--- src/rtl/m_rom_arbiter_rr_if.sv ---
// Bundle of requester-side and memory-side signals around the ROM read arbiter.
// slave is the arbiter's view; master is the environment (requesters + memory).
interface m_rom_arbiter_rr_if #(
  parameter int NUM_PORTS  = 4,
  parameter int ADDR_WIDTH = 10,
  parameter int DATA_WIDTH = 32
);
  logic [NUM_PORTS-1:0]            rd;
  logic [NUM_PORTS-1:0]            preempt;
  logic [NUM_PORTS*ADDR_WIDTH-1:0] addr;
  logic [NUM_PORTS-1:0]            accept;
  logic [NUM_PORTS-1:0]            rvalid;
  logic [DATA_WIDTH-1:0]           data;
  logic                            mem_rd;
  logic [ADDR_WIDTH-1:0]           mem_addr;
  logic                            mem_accept;
  logic [DATA_WIDTH-1:0]           mem_d4rd;

  modport slave (
    input  rd, preempt, addr, mem_accept, mem_d4rd,
    output accept, rvalid, data, mem_rd, mem_addr
  );

  modport master (
    output rd, preempt, addr, mem_accept, mem_d4rd,
    input  accept, rvalid, data, mem_rd, mem_addr
  );
endinterface

--- src/rtl/m_rom_arbiter_rr.sv ---
// Shared ROM read-port arbiter: fixed-priority preemption over round-robin,
// with a fixed-latency return pipeline steering read data back to its port.
module m_rom_arbiter_rr #(
  parameter int NUM_PORTS   = 4,
  parameter int ADDR_WIDTH  = 10,
  parameter int DATA_WIDTH  = 32,
  parameter int MEM_LATENCY = 1,
  parameter int IDX_WIDTH   = 4
) (
  input  logic             clk,
  input  logic             rst,
  m_rom_arbiter_rr_if.slave bus
);

  logic [IDX_WIDTH-1:0]   ptr;
  logic [NUM_PORTS-1:0]   pre_req;
  logic                   pre_hit;
  logic                   grant_vld;
  logic [IDX_WIDTH-1:0]   grant_idx;
  logic [NUM_PORTS-1:0]   grant;
  logic                   take;
  logic [IDX_WIDTH:0]     rr_sel;
  logic [MEM_LATENCY-1:0] vld_p;
  logic [IDX_WIDTH-1:0]   idx_p [MEM_LATENCY];

  // Returns {found, index} of the first requester after p, wrapping at NUM_PORTS.
  function automatic logic [IDX_WIDTH:0] rr_pick(input logic [NUM_PORTS-1:0] req,
                                                 input logic [IDX_WIDTH-1:0] p);
    logic [IDX_WIDTH:0] r;
    int                 best;
    int                 d;
    r    = '0;
    best = NUM_PORTS;
    for (int i = 0; i < NUM_PORTS; i++) begin
      d = i - int'(p) - 1;
      if (d < 0) d = d + NUM_PORTS;
      if (req[i] && (d < best)) begin
        best = d;
        r    = {1'b1, IDX_WIDTH'(i)};
      end
    end
    return r;
  endfunction

  always_comb begin
    pre_req   = bus.rd & bus.preempt;
    pre_hit   = |pre_req;
    rr_sel    = rr_pick(bus.rd, ptr);
    grant_vld = 1'b0;
    grant_idx = '0;
    if (pre_hit) begin
      grant_vld = 1'b1;
      for (int i = 0; i < NUM_PORTS; i++) begin
        if (pre_req[i]) grant_idx = IDX_WIDTH'(i);
      end
    end else if (rr_sel[IDX_WIDTH]) begin
      grant_vld = 1'b1;
      grant_idx = rr_sel[IDX_WIDTH-1:0];
    end
  end

  always_comb begin
    grant        = '0;
    bus.mem_addr = '0;
    for (int i = 0; i < NUM_PORTS; i++) begin
      if (grant_vld && (grant_idx == IDX_WIDTH'(i))) begin
        grant[i]     = 1'b1;
        bus.mem_addr = bus.addr[i*ADDR_WIDTH +: ADDR_WIDTH];
      end
    end
  end

  assign take       = grant_vld & bus.mem_accept & ~rst;
  assign bus.mem_rd = |bus.rd;
  assign bus.accept = grant & {NUM_PORTS{take}};
  assign bus.data   = bus.mem_d4rd;

  // Stage 0 captures the accepted read; later stages track the memory latency.
  always_ff @(posedge clk) begin
    if (rst) begin
      vld_p <= '0;
      ptr   <= IDX_WIDTH'(NUM_PORTS - 1);
    end else begin
      vld_p[0] <= take;
      for (int k = 1; k < MEM_LATENCY; k++) vld_p[k] <= vld_p[k-1];
      if (take && !pre_hit) ptr <= grant_idx;
    end
  end

  always_ff @(posedge clk) begin
    idx_p[0] <= grant_idx;
    for (int k = 1; k < MEM_LATENCY; k++) idx_p[k] <= idx_p[k-1];
  end

  // Return stage: steer the shared data strobe to the owning port.
  always_comb begin
    bus.rvalid = '0;
    for (int i = 0; i < NUM_PORTS; i++) begin
      bus.rvalid[i] = ~rst & vld_p[MEM_LATENCY-1] & (idx_p[MEM_LATENCY-1] == IDX_WIDTH'(i));
    end
  end

endmodule

--- src/flat_wrapper.sv ---
// flat-port wrapper written by rule: the top's interface ports become plain ports
module m_rom_arbiter_rr_flat 
#(
  parameter int NUM_PORTS   = 4,
  parameter int ADDR_WIDTH  = 10,
  parameter int DATA_WIDTH  = 32,
  parameter int MEM_LATENCY = 1,
  parameter int IDX_WIDTH   = 4
)
  (clk, rst, bus_rd, bus_preempt, bus_addr, bus_mem_accept, bus_mem_d4rd, bus_accept, bus_rvalid, bus_data, bus_mem_rd, bus_mem_addr);
  m_rom_arbiter_rr_if #(.NUM_PORTS(NUM_PORTS), .ADDR_WIDTH(ADDR_WIDTH), .DATA_WIDTH(DATA_WIDTH)) bus_i ();
  input  logic clk;
  input  logic rst;
  input wire logic [$bits(bus_i.rd)-1:0] bus_rd;
  input wire logic [$bits(bus_i.preempt)-1:0] bus_preempt;
  input wire logic [$bits(bus_i.addr)-1:0] bus_addr;
  input wire logic [$bits(bus_i.mem_accept)-1:0] bus_mem_accept;
  input wire logic [$bits(bus_i.mem_d4rd)-1:0] bus_mem_d4rd;
  output wire logic [$bits(bus_i.accept)-1:0] bus_accept;
  output wire logic [$bits(bus_i.rvalid)-1:0] bus_rvalid;
  output wire logic [$bits(bus_i.data)-1:0] bus_data;
  output wire logic [$bits(bus_i.mem_rd)-1:0] bus_mem_rd;
  output wire logic [$bits(bus_i.mem_addr)-1:0] bus_mem_addr;
  assign bus_i.rd = bus_rd;
  assign bus_i.preempt = bus_preempt;
  assign bus_i.addr = bus_addr;
  assign bus_i.mem_accept = bus_mem_accept;
  assign bus_i.mem_d4rd = bus_mem_d4rd;
  assign bus_accept = bus_i.accept;
  assign bus_rvalid = bus_i.rvalid;
  assign bus_data = bus_i.data;
  assign bus_mem_rd = bus_i.mem_rd;
  assign bus_mem_addr = bus_i.mem_addr;
  m_rom_arbiter_rr #(.NUM_PORTS(NUM_PORTS), .ADDR_WIDTH(ADDR_WIDTH), .DATA_WIDTH(DATA_WIDTH), .MEM_LATENCY(MEM_LATENCY), .IDX_WIDTH(IDX_WIDTH)) u_core (.clk(clk), .rst(rst), .bus(bus_i));
endmodule
--- config.mk ---
export PLATFORM = sky130hd
export DESIGN_NAME = m_rom_arbiter_rr_flat
export DESIGN_NICKNAME = d
export VERILOG_FILES = /design/src/rtl/m_rom_arbiter_rr_if.sv /design/src/rtl/m_rom_arbiter_rr.sv /design/src/flat_wrapper.sv
export SDC_FILE = /design/constraint.sdc
export NUM_CORES = 1
export LEC_CHECK = 0
export ABC_AREA = 1
export CORE_ASPECT_RATIO = 1.5
export CORE_UTILIZATION = 46
export DETAILED_ROUTE_END_ITERATION = 12
export GPL_ROUTABILITY_DRIVEN = 0
export PLACE_DENSITY = 0.91
export SETUP_SLACK_MARGIN = 0.02
export SYNTH_ARGS = -nofsm -noshare
export SYNTH_HDL_FRONTEND = slang
export SYNTH_SLANG_ARGS = --single-unit
--- constraint.sdc ---
create_clock -name clk -period 10 [get_ports clk]
set_input_delay 2 -clock clk [delete_from_list [all_inputs] [get_ports clk]]
set_output_delay 2 -clock clk [all_outputs]
set_load 0.03 [all_outputs]
After elaboration in Yosys (flattened, before gate mapping)

Memories as Yosys holds them, arrays and structs flattened.
Cells that the tools add are included.

Reduce and logical (&&, ||, !) cells: 14
Eq/ne operators: 6
Multipliers: 0
Shifts and indexed selects: 0
Multiplexer cells: 26
Add/sub/neg operators: 12
Divide/modulo/power cells: 0
Order comparisons: 8
Bitwise operators: 10

Operators with widths:

| operator                                                     | number |
|---|---|
| two-way mux 32 bit                                           | 7 |
| adder 32 x 4 -> 32 bit (second input constant)               | 4 |
| less-than comparator 32 x 1 -> 1 bit (second input constant) | 4 |
| subtractor 32 x 2 -> 32 bit (second input constant)          | 4 |
| less-than comparator 32 bit                                  | 3 |
| two-way mux 10 bit                                           | 4 |
| less-than comparator 32 x 4 -> 1 bit (second input constant) | 1 |
| two-way mux 5 bit                                            | 4 |
| == test 4 x 2 -> 1 bit (second input constant)               | 4 |
| subtractor 1 x 4 -> 5 bit (first input constant)             | 2 |
| subtractor 2 x 4 -> 5 bit (first input constant)             | 2 |
| logical AND 1 bit                                            | 9 |
| AND 4 bit                                                    | 2 |
| == test 4 x 1 -> 1 bit (second input constant)               | 2 |
| logical NOT 4 bit                                            | 2 |
| two-way mux 4 bit                                            | 2 |
| OR reduction 4 bit                                           | 2 |
| AND 1 bit                                                    | 7 |
| two-way mux 1 bit                                            | 7 |
| two-way mux 2 bit                                            | 2 |
| logical NOT 1 bit                                            | 1 |
| NOT 1 bit                                                    | 1 |

Bits in latches: 0
Output and inout port bits: 51
Memories kept: 1
Bits in writable memories: 4
Bits in read-only memories: 0
Register bits after elaboration: 5

Memories:

| name         | words | width | rd ports | clocked after memory_dff | wr ports | RTL line               | RTL |
|---|---|---|---|---|---|---|---|
| u_core.idx_p | 1     | 4     | 1        | 0                        | 1        | m_rom_arbiter_rr.sv:24 | `logic [IDX_WIDTH-1:0] idx_p [MEM_LATENCY];` |

Depth between registers and ports, before layout

Gate-level depths: netlist of the first run.

Depth after elaboration: 24
Gate-level depth with buffers: 57

Worst setup path after synthesis of the first run

Ideal clock, no wire load.

Path type: input port to output port
From: in bus_rd[0]
To: out bus_accept[2]
Stages on the path: 40
Data arrival time: 6.832 ns
Path buffers: 2
Setup slack: 1.168 ns
Cells stage by stage: nand3_1 -> inv_1 -> buf_1 -> ha_1 -> nand2_1 -> inv_1 -> nand2_1 -> nand2_1 -> nand2_1 -> nand2_1 -> nand2_1 -> nand2_1 -> nand2_1 -> nand2_1 -> nand2_2 -> nand3_2 -> nor2_1 -> inv_1 -> [4 not listed] -> or3_2 -> nor4_1 -> nand2_1 -> nand3_1 -> nand3_4 -> nand2_1 -> o21ai_0 -> ha_1 -> nand2_1 -> nand2_2 -> nand2_2 -> nand2_4 -> nand2_2 -> nand2_2 -> nand2_4 -> inv_4 -> buf_12 -> nor3_2

Longest elaborated chain between the ends: 17

RTL lines:

| what                        | RTL line               | RTL |
|---|---|---|
| start: declaration          | flat_wrapper.sv:14     | `input wire logic [$bits(bus_i.rd)-1:0] bus_rd;` |
| logical AND 1 bit           | m_rom_arbiter_rr.sv:37 | `if (req[i] && (d < best)) begin` |
| two-way mux 32 bit          | m_rom_arbiter_rr.sv:37 |  |
| less-than comparator 32 bit | m_rom_arbiter_rr.sv:37 |  |
| logical AND 1 bit           | m_rom_arbiter_rr.sv:37 |  |
| two-way mux 32 bit          | m_rom_arbiter_rr.sv:37 |  |
| less-than comparator 32 bit | m_rom_arbiter_rr.sv:37 |  |
| logical AND 1 bit           | m_rom_arbiter_rr.sv:37 |  |
| two-way mux 32 bit          | m_rom_arbiter_rr.sv:37 |  |
| less-than comparator 32 bit | m_rom_arbiter_rr.sv:37 |  |
| logical AND 1 bit           | m_rom_arbiter_rr.sv:37 |  |
| two-way mux 5 bit           | m_rom_arbiter_rr.sv:37 |  |
| two-way mux 4 bit           | m_rom_arbiter_rr.sv:56 | `end else if (rr_sel[IDX_WIDTH]) begin` |
| two-way mux 4 bit           | m_rom_arbiter_rr.sv:51 | `if (pre_hit) begin` |
| == test 4 x 2 -> 1 bit      | m_rom_arbiter_rr.sv:66 | `if (grant_vld && (grant_idx == IDX_WIDTH'(i))) begin` |
| logical AND 1 bit           | m_rom_arbiter_rr.sv:66 |  |
| two-way mux 1 bit           | m_rom_arbiter_rr.sv:66 |  |
| AND 4 bit (*)               | m_rom_arbiter_rr.sv:75 | `assign bus.accept = grant & {NUM_PORTS{take}};` |
| end: declaration            | flat_wrapper.sv:19     | `output wire logic [$bits(bus_i.accept)-1:0] bus_accept;` |

Every way passes the cells marked *; elsewhere a longest branch is shown, timed or not.

Final worst setup path of the first run

From: in bus_rd[0]
To: out bus_mem_addr[8]

Longest elaborated chain between the ends: 19

RTL lines:

| what                             | RTL line               | RTL |
|---|---|---|
| logical AND 1 bit                | m_rom_arbiter_rr.sv:37 |  |
| two-way mux 32 bit               | m_rom_arbiter_rr.sv:37 |  |
| less-than comparator 32 bit      | m_rom_arbiter_rr.sv:37 |  |
| logical AND 1 bit                | m_rom_arbiter_rr.sv:37 |  |
| two-way mux 32 bit               | m_rom_arbiter_rr.sv:37 |  |
| less-than comparator 32 bit      | m_rom_arbiter_rr.sv:37 |  |
| logical AND 1 bit                | m_rom_arbiter_rr.sv:37 |  |
| two-way mux 32 bit               | m_rom_arbiter_rr.sv:37 |  |
| less-than comparator 32 bit      | m_rom_arbiter_rr.sv:37 |  |
| logical AND 1 bit                | m_rom_arbiter_rr.sv:37 |  |
| two-way mux 5 bit                | m_rom_arbiter_rr.sv:37 |  |
| two-way mux 4 bit                | m_rom_arbiter_rr.sv:56 |  |
| two-way mux 4 bit                | m_rom_arbiter_rr.sv:51 |  |
| logical NOT 4 bit                | m_rom_arbiter_rr.sv:66 |  |
| logical AND 1 bit                | m_rom_arbiter_rr.sv:66 |  |
| two-way mux 10 bit (3 in series) | m_rom_arbiter_rr.sv:66 |  |
| two-way mux 10 bit (*)           | m_rom_arbiter_rr.sv:66 |  |
| end: declaration                 | flat_wrapper.sv:23     | `output wire logic [$bits(bus_i.mem_addr)-1:0] bus_mem_addr;` |

Marks and branches as above.

==> results of run 1 <==
-- logic make-up (layout without fill, tap and decap cells) --
kind of cell,after synthesis,in the layout,share of synthesized area
flip-flops,5,5,0.0294
other,2,38,0.00220
adder cells (fa/ha/maj),100,100,0.372
AND/OR/NAND/NOR,210,211,0.331
AO/OA/AOI/OAI,58,58,0.105
XOR/XNOR,1,1,0.00257
buffers and inverters,93,130,0.158
-- worst paths after layout --
check                          to  cells past startpoint     startpoint
setup reg to reg    u_core.ptr[1]                     37  u_core.ptr[0]
hold reg to reg     u_core.ptr[0]                      2  u_core.ptr[0]
hold / removal      u_core.ptr[0]                      2  u_core.ptr[0]
setup / recovery  bus_mem_addr[8]                     41      bus_rd[0]
-- per-layer routing --
metal  GRT usage  share of wire
met2       0.415           0.55
met4       0.115          0.036
met1       0.232           0.38
met3      0.0234          0.033
met5           0              0
-- synthesized netlist by cell type (2+ instances only) --
cell type	n	area, um2
nor3_1	7	35.0
inv_1	45	169
buf_6	2	22.5
nor2_1	21	78.8
o221a_2	2	22.5
nand2_4	4	45.0
a31oi_1	6	37.5
nand3_1	31	155
nand4_1	17	106
a211oi_1	6	45.0
a21oi_2	2	17.5
ha_1	98	1230
nand2_2	10	62.6
nor4_1	4	25.0
inv_4	2	12.5
o21ai_0	7	35.0
o221ai_1	2	17.5
buf_2	2	10.0
nand3_2	11	110
conb_1	2	7.51
nor2_2	3	18.8
a21oi_1	28	140
buf_4	33	248
fa_1	2	40.0
nand3_4	2	35.0
nand2_1	88	330
buf_12	2	40.0
dfxtp_1	5	100
nor3_2	4	40.0
inv_2	5	18.8
-- flip-flops by register name, summed over array words and instances, names as in the netlist --
signal	count
u_core.vld_p	1
u_core.idx_p	2
u_core.ptr	2
-- cell usage in the layout (no fill, tap or decap), types with 2 or more instances in the layout --
| cell type | count |
|---|---|
| a211oi_1 | 6 |
| a21oi_1 | 28 |
| a31oi_1 | 6 |
| buf_4 | 19 |
| clkbuf_8 | 3 |
| clkdlybuf4s50_1 | 55 |
| conb_1 | 38 |
| dfxtp_1 | 5 |
| fa_1 | 2 |
| ha_1 | 98 |
| inv_1 | 45 |
| inv_2 | 5 |
| inv_4 | 2 |
| nand2_1 | 88 |
| nand2_2 | 10 |
| nand2_4 | 2 |
| nand2_8 | 2 |
| nand3_1 | 31 |
| nand3_2 | 11 |
| nand3_4 | 2 |
| nand4_1 | 17 |
| nor2_1 | 21 |
| nor2_2 | 3 |
| nor2_4 | 2 |
| nor3_1 | 7 |
| nor3_2 | 4 |
| nor4_1 | 3 |
| nor4_2 | 2 |
| o21ai_0 | 7 |
| o221a_2 | 2 |
| o221ai_1 | 2 |
-- area by class of cell --
cell class / count / area share
Clock buffer: 4 / 0.0110
Sequential cell: 5 / 0.0244
Tap cell: 100 / 0.0305
Inverter: 52 / 0.0487
Timing Repair Buffer: 74 / 0.169
Multi-Input combinational cell: 408 / 0.717
-- critical path: cells and delay by family --
family / cells / cell delay, ps
AO/OA/AOI/OAI: 2 / 260
adder cells (fa/ha/maj): 3 / 860
buffers and inverters: 6 / 1140
AND/OR/NAND/NOR: 30 / 3250
-- what timing repair did --
action | 4_1_cts | 5_1_grt
resized for setup | 0 | 5
setup endpoints to repair | 0 | 14
buffers inserted | 0 | 2
hold endpoints to repair | 0 | 0
-- metrics by stage --
step / area, um2 / cells
6_report: 4110 / 643
5_1_grt: 4110 / 643
4_1_cts: 4050 / 640
3_5_place_dp: 4010 / 636
3_3_place_gp: 4010 / 636
2_1_floorplan: 3540 / 505
-- power by group through the flow --
stage	clock [mW]	combinational, mW	sequential [mW]
after detailed placement	0	0.757	0.0291
after CTS	0.0385	0.762	0.0289
after global placement	0	0.722	0.0287
final	0.0389	0.793	0.0288
after global routing	0.0410	0.889	0.0292
after floorplan	0	0.622	0.0281
==> metrics.md, run 1 <==
| Metric | Value |
|---|---|
| Outcome | finished clean |
| Sw Pwr | approximately 0.5 mW |
| Syn Area/Cell | 7.26 um2 |
| Slew margin rel. | 0.186 |
| CP peak stage delay | 540 ps |
| VDD IR max | 0.126 mV |
| Vias per Instance | ~5 |
| Clk pwr share | 0.045 |
| Least-Margin Pin Slew | around 1200 ps |
| Die Height | between 100 and 150 um |
| #FFs+latches synth | 5 |
| Register area share after synthesis | 0.0294 |
| DR iter-0 viols | approximately 170 |
| IO Count | between 100 and 150 |
| Synth cell types | 46 |
| GRT Overall Usage | 0.220 |
| Logic pwr share | 0.921 |
| Worst Skew | approximately 2 ps |
| Register clock-pin slew on the reported worst setup and hold paths | roughly 40 ps |
| Post-synth EDFFs | 0 |
| Initial antenna violation count | 0 |
| Grt ovf | 0 |
| Wire per inst | about 13 um |
| TritonCTS clock tree | built |
| Worst hold slack | between 600 and 700 ps |
| Final min period | roughly 9500 ps |
| Total Die Area | between 7000 and 8000 um2 |
| Fmax | about 100 MHz |
| Share of power burned in registers | 0.034 |
| Dpl hpwl | between 7000 and 8000 um |
| Dominant synthesized flop cell | dfxtp_1 |
| WS Path Type | input port to output pin |
| First-pass DRT Iterations | 4 |
| Worst reg-to-reg setup slack | between 3000 and 4000 ps |
| CTS max path bufs | 2 |
| Pleak | about 2.1 nW |
| Max_cap viols | 0 |
| Cell Area, Synth | about 3400 um2 |
| Rows | 38 |
| Nets | around 730 |
| Layout Utilization | 0.572 |
| Hold crit path type | register to register |
| Endpoints failing setup | 0 |
| H-tree depth | 1 |
| Register area | 100 um2 |
| Int Power | between 0.3 and 0.4 mW |
| Syn Inst Count | ~470 |
| Critical path's most frequent cell | nand2_1 |
| Core footprint | roughly 7200 um2 |
| TritonCTS Sinks | 5 |
| CP endpoint kind | output pin |
| Die Span X | 72.3 um |
| Synth Warn # | 0 |
| Fraction of layout cells with a size suffix above 1 | 0.142 |
| Clock Latency Late Sink | ~230 ps |
| Multi-input logic area | just under 3000 um2 |
| Antenna-violating nets left | 0 |
| Place WS | roughly 360 ps |
| TritonCTS buffer count | 3 |
| Startpoint type of the worst setup path | input port |
| Global-route wire length before repair | 13,800 um |
| Sw Share | 0.591 |
| Initial Util | 0.475 |
| IO Port Bufs | 69 |
| Largest net degree at the start of global routing | 26 |
| Top fanout value on the critical path | 7 |
| # fillers | 606 |
| Cts hold-fix bufs | 0 |
| Overall Power | roughly 0.86 mW |
| DR DRC count | 0 |
| Cell chosen for the clock root | clkbuf_8 |
| Number of global-route vias before repair | approximately 3,200 |
| Vias | roughly 3,300 |
| Area grow syn2layout | 20.6% |
| Final hold violation count | 0 |
| Async set-reset flop share out of synthesis | 0 |
| Required @ worst endpoint | around 8000 ps |
| CP arrival | roughly 7500 ps |
| PnR worst setup slack | between 400 and 500 ps |
| Routed wire length | about 8500 um |
| Power Dens Cells | 209 nW/um2 |
| Antenna fix cells | 0 |
| Final period util | 0.953 |
| Worst path slowest cell | clkdlybuf4s50_1 |
| Pins Over Slew Limit | 0 |
| Total negative slack | 0 ps |
(Power assumes the default switching activity.)
==> run 2, diff against run 1 <==
--- a/config.mk
+++ b/config.mk
@@ -6,6 +6,7 @@
 export NUM_CORES = 1
 export LEC_CHECK = 0
 export ABC_AREA = 1
+export CAP_MARGIN = 20
 export CORE_ASPECT_RATIO = 1.5
 export CORE_UTILIZATION = 46
 export DETAILED_ROUTE_END_ITERATION = 12
==> results of run 2 <==
Same layout as run 1: the final DEF is identical, and so are final timing and power.
==> run 3, diff against run 2 <==
==> constraint.sdc (replaced) <==
create_clock -name clk -period 10 [get_ports clk]
set_input_delay 2 -clock clk [delete_from_list [all_inputs] [get_ports clk]]
set_output_delay 2 -clock clk [all_outputs]
set_load 0.1 [all_outputs]
==> metrics.md, run 3 (synthesis gave the netlist of run 1 again) <==
| Metric | Value |
|---|---|
| Outcome | finished clean |
| CP arrival | 7620 ps (+90 ps) |
| Dpl hpwl | 7390 um (+5.0%) |
| Nets | 729 (+0.28%) |
| IO Count | 134 (unchanged) |
| Wire per inst | 14.0 um (+6.4%) |
| Grt met3 use | 0.0234 (unchanged) |
| Antenna-violating nets left | 0 (unchanged) |
| Grt ovf | 0 (unchanged) |
| Die Height | 107 um (unchanged) |
| Largest net degree at the start of global routing | 26 (unchanged) |
| Worst Skew | 1.88 ps (-0.134 ps) |
| Hold crit path type | register to register |
| Max_cap viols | 0 (unchanged) |
| Fmax | 104 MHz (-0.95%) |
| Core footprint | 7180 um2 (unchanged) |
| Rows | 38 (unchanged) |
| Routed wire length | 9050 um (+6.7%) |
| Share of power burned in registers | 0.027 (-0.007) |
| Logic pwr share | 0.935 (+0.014) |
| DR iter-0 viols | 164 (-1.2%) |
| Pleak | 2.17 nW (+3.1%) |
| CP peak stage delay | 560 ps (+20 ps) |
| Die Span X | 72.3 um (unchanged) |
| Met2 usage | 0.444 (+0.0294) |
| Most frequent cells in the layout | ha_1, nand2_1, clkdlybuf4s50_1 |
| Vias | 3,406 (+2.9%) |
| IO Port Bufs | 69 (unchanged) |
| WS Path Type | input port to output pin |
| Most common cell after layout, fill and taps aside | ha_1 |
| Worst hold slack | 718 ps (+43.0 ps) |
| Sw Pwr | 0.650 mW (+28%) |
| TritonCTS Sinks | 5 (unchanged) |
| Required @ worst endpoint | 8000 ps (about the same) |
| TritonCTS buffer count | 3 (unchanged) |
| Global-route wire length before repair | 14,800 um (+6.8%) |
| Critical path's most frequent cell | nand2_1 |
| Pins Over Slew Limit | 0 (unchanged) |
| Worst path slowest cell | clkdlybuf4s50_1 |
| Clk pwr share | 0.037 (-0.008) |
| DR DRC count | 0 (unchanged) |
| Final hold violation count | 0 (unchanged) |
| Initial antenna violation count | 0 (unchanged) |
| Overall Power | 1.06 mW (+23%) |
| Slew margin rel. | 0.221 (+0.0350) |
| TritonCTS clock tree | built |
| FF-to-FF path depth | 37 (unchanged) |
| CP endpoint kind | output pin |
| Cell chosen for the clock root | clkbuf_8 |
| Place WS | 264 ps (-94.8 ps) |
| Power Dens Cells | 246 nW/um2 (+17%) |
| Fraction of layout cells with a size suffix above 1 | 0.147 (+0.00498) |
| CP Launch Point | bus_rd[0] |
| Worst setup path endpoint | bus_mem_addr[2] |
| RR Endpoint | u_core.ptr[0] |
| Sw Share | 0.614 (+0.0228) |
| Worst reg-to-reg setup slack | 3740 ps (+30 ps) |
| Endpoints failing setup | 0 (unchanged) |
| Clock Latency Late Sink | 220 ps (about the same) |
| Least-Margin Pin Slew | 1160 ps (-52.1 ps) |
| Worst r2r src | u_core.ptr[0] |
| Number of global-route vias before repair | 3,431 (+7.1%) |
| GRT met1 Usage | 0.247 (+0.0154) |
| Cts hold-fix bufs | 0 (unchanged) |
| Antenna fix cells | 0 (unchanged) |
| H-tree depth | 1 (unchanged) |
| Final period util | 0.962 (+0.00912) |
| Worst hold start | u_core.ptr[1] |
| Int Power | 0.408 mW (+16%) |
| GR peak layer | met2 |
| Area grow syn2layout | 26.3% |
| GRT Overall Usage | 0.233 (+0.0134) |
| First-pass DRT Iterations | 5 (+1) |
| Startpoint type of the worst setup path | input port |
| Top fanout value on the critical path | 7 (unchanged) |
| Initial Util | 0.475 (unchanged) |
| Total Die Area | 7760 um2 (unchanged) |
| PnR worst setup slack | 376 ps (-91.2 ps) |
| CTS max path bufs | 2 (unchanged) |
| Register clock-pin slew on the reported worst setup and hold paths | 40 ps (about the same) |
| Final min period | 9620 ps (+91.2 ps) |
| VDD IR max | 0.214 mV (+70%) |
| Largest registers | u_core.idx_p x2, u_core.ptr x2, u_core.vld_p x1 |
| Vias per Instance | 5.28 (+2.6%) |
==> run 3: changes by cell type in the layout (fill, tap and decap cells not counted), sizes merged <==
cell,previous run,this run
nand2,102,103
buf,19,20
==> run 3: area by class of cell <==
cell class,count,area [um2]
well taps,100,125
flip-flops and latches,5,100
multi-input cells,409,2960
clock buffers,4,45.0
fillers,589,2880
repair buffers,75,876
inverters,52,200
==> run 3: per-stage QoR <==
| stage | setup TNS, ps | cells | util | cell area (um2) |
|---|---|---|---|---|
| floorplan | 0 | 505 | - | 3540 |
| global placement | 0 | 636 | 0.582 | 4180 |
| detailed placement | 0 | 636 | 0.582 | 4180 |
| CTS | 0 | 640 | 0.589 | 4230 |
| global route | -0.00888 | 645 | 0.599 | 4300 |
| finish | 0 | 645 | 0.599 | 4300 |
==> run 3: critical path, delay by kind of cell <==
kind / cells / cell delay (ps)
and+or+nand+nor: 30 / 3340
adders and majority gates: 3 / 850
AOI/OAI and AO/OA: 2 / 270
buffers and inverters: 6 / 1160
==> run 3: routing by layer <==
layer / vias to the layer above / wire [um] / share of wire
li1: 1686 / - / -
met1: 1549 / 3310 / 0.37
met2: 127 / 4890 / 0.54
met3: 44 / 432 / 0.048
met4: 0 / 412 / 0.046
met5: - / 0 / 0
==> run 3: power groups by stage <==
stage,logic [mW],registers [mW],clock network (mW)
4_1_cts,0.952,0.0290,0.0394
6_report,0.989,0.0290,0.0394
3_3_place_gp,0.912,0.0287,0
3_5_place_dp,0.947,0.0293,0
2_1_floorplan,0.780,0.0281,0
5_1_grt,1.08,0.0296,0.0415
==> run 3: worst min path at each step <==
stage               cells after the start  slack (ps)       endpoint
finish                                  4         720  u_core.ptr[1]
global route                            2         750  u_core.ptr[0]
CTS                                     2         720  u_core.ptr[0]
detailed placement                      2         710  u_core.ptr[0]
global placement                        4         650  u_core.ptr[1]
floorplan                               2         600  u_core.ptr[0]
==> run 3: what timing repair did <==
action,CTS,global route
setup buffers,0,3
resized for setup,0,5
endpoints found under the hold margin,0,0
endpoints found under the setup margin,0,12
